### src/rtl/tdc_evt_sched.sv
// tdc_evt_sched: round-robin TDC channel scheduler feeding a shared show-ahead timestamp FIFO.
// Optional macro TDC_SCHED_DROP_EN: when full, grant and discard instead of stalling, and count drops.
module tdc_evt_sched #(
   parameter int NCHAN = 4,
   parameter int TS_W = 16,
   parameter int DEPTH = 8,
   localparam int CW = (NCHAN > 1) ? $clog2(NCHAN) : 1,
   localparam int AW = $clog2(DEPTH)
) (
   input  logic                  wb_clk_i,
   input  logic                  wb_rst_i,
   input  logic [NCHAN-1:0]      en_mask_i,
   input  logic [NCHAN-1:0]      ch_valid_i,
   input  logic [NCHAN*TS_W-1:0] ch_ts_i,
   output logic [NCHAN-1:0]      ch_ack_o,
   input  logic                  rd_i,
   output logic                  rd_valid_o,
   output logic [CW+TS_W-1:0]    rd_data_o,
   output logic [AW:0]           level_o,
   output logic                  ovf_o,
`ifdef TDC_SCHED_DROP_EN
   output logic [7:0]            drop_cnt_o,
`endif
   input  logic                  ovf_clr_i
);
   logic [CW+TS_W-1:0] mem [DEPTH];
   logic [AW-1:0] wr_ptr, rd_ptr;
   logic [AW:0] level;
   logic [CW-1:0] rr, win, win_hi, win_lo;
   logic [NCHAN-1:0] e;
   logic hit_hi, any, full, grant, push, pop, stall;
   assign e = ch_valid_i & en_mask_i;
   assign any = |e;
   assign full = level == (AW+1)'(DEPTH);
   // lowest eligible at/above rr wins; otherwise wrap to lowest eligible overall
   always_comb begin
      win_hi = '0;
      win_lo = '0;
      hit_hi = 1'b0;
      for (int i = NCHAN - 1; i >= 0; i--) begin
         if (e[i] && i >= int'(rr)) begin
            win_hi = CW'(i);
            hit_hi = 1'b1;
         end
         if (e[i]) win_lo = CW'(i);
      end
   end
   assign win = hit_hi ? win_hi : win_lo;
`ifdef TDC_SCHED_DROP_EN
   assign grant = any & ~wb_rst_i;
`else
   assign grant = any & ~full & ~wb_rst_i;
`endif
   assign push = grant & ~full;
   assign stall = any & full;
   assign pop = rd_i & rd_valid_o;
   assign ch_ack_o = grant ? NCHAN'(1) << win : '0;
   assign rd_valid_o = level != '0;
   assign rd_data_o = mem[rd_ptr];
   assign level_o = level;
   always_ff @(posedge wb_clk_i) begin
      if (push) mem[wr_ptr] <= {win, ch_ts_i[win*TS_W +: TS_W]};
   end
   always_ff @(posedge wb_clk_i) begin
      if (wb_rst_i) begin
         wr_ptr <= '0;
         rd_ptr <= '0;
         level <= '0;
         rr <= '0;
         ovf_o <= 1'b0;
      end else begin
         wr_ptr <= wr_ptr + AW'(push);
         rd_ptr <= rd_ptr + AW'(pop);
         level <= (push == pop) ? level : push ? level + 1'b1 : level - 1'b1;
         if (grant) rr <= (win == CW'(NCHAN - 1)) ? '0 : win + 1'b1;
         ovf_o <= stall | (ovf_o & ~ovf_clr_i);
      end
   end
`ifdef TDC_SCHED_DROP_EN
   always_ff @(posedge wb_clk_i) begin
      if (wb_rst_i) drop_cnt_o <= '0;
      else if (stall) drop_cnt_o <= drop_cnt_o + {7'd0, drop_cnt_o != 8'hFF};
      else if (ovf_clr_i) drop_cnt_o <= '0;
   end
`endif
endmodule

### config.mk
export PLATFORM = sky130hd
export DESIGN_NAME = tdc_evt_sched
export DESIGN_NICKNAME = d
export VERILOG_FILES = /design/src/rtl/tdc_evt_sched.sv
export SDC_FILE = /design/constraint.sdc
export NUM_CORES = 1
export LEC_CHECK = 0
export ABC_CLOCK_PERIOD_IN_PS = 10600
export BUFFER_PORTS_ARGS = -buffer_cell sky130_fd_sc_hd__buf_4
export CAP_MARGIN = 20
export CORE_ASPECT_RATIO = 0.8
export CORE_UTILIZATION = 40
export CTS_CLUSTER_DIAMETER = 100
export DETAILED_ROUTE_END_ITERATION = 10
export GPL_ROUTABILITY_DRIVEN = 0
export PLACE_DENSITY_LB_ADDON = 0.05
export SYNTH_ARGS = -nofsm -noshare
export SYNTH_HDL_FRONTEND = slang
export SYNTH_SLANG_ARGS = --single-unit
### constraint.sdc
create_clock -name wb_clk_i -period 10.6 [get_ports wb_clk_i]
set_input_delay 0.53 -clock wb_clk_i [delete_from_list [all_inputs] [get_ports wb_clk_i]]
set_output_delay 0.53 -clock wb_clk_i [all_outputs]
set_load 0.01 [all_outputs]
==> flow_summary.yaml <==
cells_and_area:
  drive_gt1_frac: 0.407
  diodes: 0
  areaGrowthSynthToFinish_pct: 23.8
  fin_nets: 597
  final_core_util: 0.505
routing:
  route.detailed.drc: 0
  first_iter_violations: 282
  wl_per_cell_um: 20.9
  dr_total_vias: 3922
  vias_per_cell: 5.28
  wirelength_mm: 15.5
  antenna_left: 0
  first_pass_iters: 4
critical_path:
  critPathCaptureType: "primary output"
  crit_required_ns: 10.07
  arrival_ns: 2.66
  critPathKind: "reg2out"
  crit_path_start_kind: "flip-flop"
  critPathMaxFanout: 43
  path_cells: "nor2b_1 -> o21a_1 -> o21a_1 -> buf_4 -> inv_2 -> ha_1 -> and2_1 -> buf_4"
  crit_path_top_delay_cell: "dfxtp_1"
  slowest_delay_ns: 0.41
clock_tree:
  cts_hold_buf: 0
  post_cts_resized: 0
  numCtsBuffers: 17
  htreeDepth: 4
  cts_max_path_buffers: 2
  cts_tree: "yes"
  clock_sinks: 157
  post_cts_buffers: 0
  clk_pin_slew_ns: 0.06
  root_buffer: "clkbuf_16"
  insertion_delay_ns: 0.42
floorplan:
  num_rows: 42
  io_pins: 104
  initial_core_util: 0.408
  fp.dieArea_um2: 17400
  die_height_um: 118
  die_w_um: 147
  core_region_area_um2: 16500
job:
  max-cap-violations: 0
pwr:
  total_power_w: 0.00179
  p_per_area_nw_per_um2: 214
  ir_drop_mv: 0.152
  p_leak_nw: 2.91
grt:
  grt_max_degree: 44
  grt_pass1_vias: 4098
  gr-total-overflow: 0
  track_usage: 0.192
  grt_pass1_wl_mm: 24.1
  antenna_found_initial: 0
outcome:
  status: "complete, no violations"
synthesis:
  synthCells: 400
  synth-edff-count: 144
  ys_seq_elements: 157
  synth_nets: 487
  netlist_area_um2: 6730
  synth_flop_cell: "edfxtp_1"
  synth.distinct_cells: 45
  syn_area_per_cell_um2: 16.8
  ys_warn_count: 0
  seq_area_frac_synth: 0.681
  async_flop_share: 0
timing:
  slew_viol_final: 0
  tightestPinTransition_ns: 0.938
  rsz0062_at_grt: "false"
  finClkSkew_ns: 0.00494
  slew_headroom: 0.369
  fin_setup_tns_ns: 0
  finalSetupViolations: 0
  period_needed_ns: 3.19
  fin_crit_sh: 0.301
  fin_ws_ns: 7.41
  timing.fmax_mhz: 313
  hold_viol: 0
min_path:
  hp-class: "in2reg"
placed_design:
  dp_hpwl_mm: 9.57
  preCtsSetupSlack_ns: 7.43
  port_buffers: 103
==> cell usage in the layout (no fill, tap or decap), types with 2 or more instances in the layout <==
cell type	synthesis	layout
nand2_1	58	58
nor2_1	8	8
clkinv_1	0	3
buf_4	1	115
nor3b_2	0	2
clkinv_2	0	2
inv_1	2	2
o21a_1	2	2
clkinvlp_4	0	8
inv_6	0	2
edfxtp_1	144	144
a31oi_1	2	2
a21oi_1	18	18
nor2b_1	6	6
and2_1	6	6
nor3_2	0	2
nand2b_1	2	2
mux2_2	18	18
a311o_1	2	2
a32oi_1	16	16
ha_1	10	10
dfxtp_1	13	12
xnor2_1	4	4
clkbuf_16	0	17
mux4_2	37	37
inv_2	2	2
nor4b_2	1	3
==> cell type report <==
| class | count | area [um2] |
|---|---|---|
| fillers | 1429 | 8160 |
| multi-input cells | 215 | 2070 |
| clock inverters | 15 | 98.8 |
| clock buffers | 17 | 425 |
| flip-flops and latches | 157 | 4590 |
| repair buffers | 115 | 863 |
| inverters | 4 | 15.0 |
| well taps | 220 | 275 |
==> synth_stat cells, drive strengths merged, types with 7 or more instances <==
| cell | instances | share of area |
|---|---|---|
| a32oi | 16 | 0.021 |
| dfxtp | 13 | 0.039 |
| nand2 | 58 | 0.032 |
| and2 | 7 | 0.0065 |
| nor2 | 8 | 0.0045 |
| buf | 8 | 0.0067 |
| mux2 | 18 | 0.030 |
| edfxtp | 144 | 0.64 |
| mux4 | 37 | 0.12 |
| ha | 10 | 0.019 |
| a21oi | 18 | 0.013 |
| clkbuf | 16 | 0.0089 |
==> metal layers <==
metal	global-route usage	vias up	routed length [um]
met5	0	-	0
met2	0.290	105	7260
li1	-	1812	-
met1	0.277	1992	7250
met3	0.0446	13	900
met4	0.0541	0	138
==> cells by family (layout without fill, tap and decap cells) <==
kind of cell | count (synthesis) | after routing | share of synthesized area
XOR/XNOR | 4 | 4 | 0.00520
adder cells (fa/ha/maj) | 11 | 11 | 0.0216
multiplexers | 56 | 56 | 0.155
AND/OR/NAND/NOR | 93 | 93 | 0.0645
AO/OA/AOI/OAI | 51 | 51 | 0.0548
flip-flops | 157 | 157 | 0.681
buffers and inverters | 28 | 151 | 0.0178
==> through the flow <==
stage	hold slack, ns	instance area [um2]	cells
4_1_cts	0.390	8340	743
3_3_place_gp	0.482	7810	711
5_1_grt	0.406	8340	743
6_report	0.399	8340	743
2_1_floorplan	0.483	6730	400
3_5_place_dp	0.490	7810	711
==> power by group <==
group,switching [W],internal (W),leakage [nW]
logic,0.000200,0.000234,1.27
registers,0.0000586,0.000754,1.41
clock network,0.000244,0.000296,0.232
total,0.000502,0.00128,2.91
==> worst paths after layout <==
path	startpoint	to	slack, ns	cells after the start
setup / recovery	rr[0]	ch_ack_o[1]	7.41	8
hold / removal	wb_rst_i	rd_ptr[0]	0.40	2
setup reg to reg	level_o[0]	mem[7][12]	7.76	6
hold reg to reg	ovf_o	ovf_o	0.50	2
==> sequential cells by signal, indices dropped and copies added (netlist names) <==
signal   flops
level_o      4
mem        144
ovf_o        1
rd_ptr       3
rr           2
wr_ptr       3
==> worst max-delay path: cells and delay by family, from the launching register on <==
| kind | cells | cell delay, ns |
|---|---|---|
| simple gates | 2 | 0.30 |
| flops | 1 | 0.41 |
| compound gates | 2 | 0.23 |
| buf+inv | 3 | 0.96 |
| fa+ha+maj | 1 | 0.31 |
No activity file was read; power rests on OpenSTA's default activity.
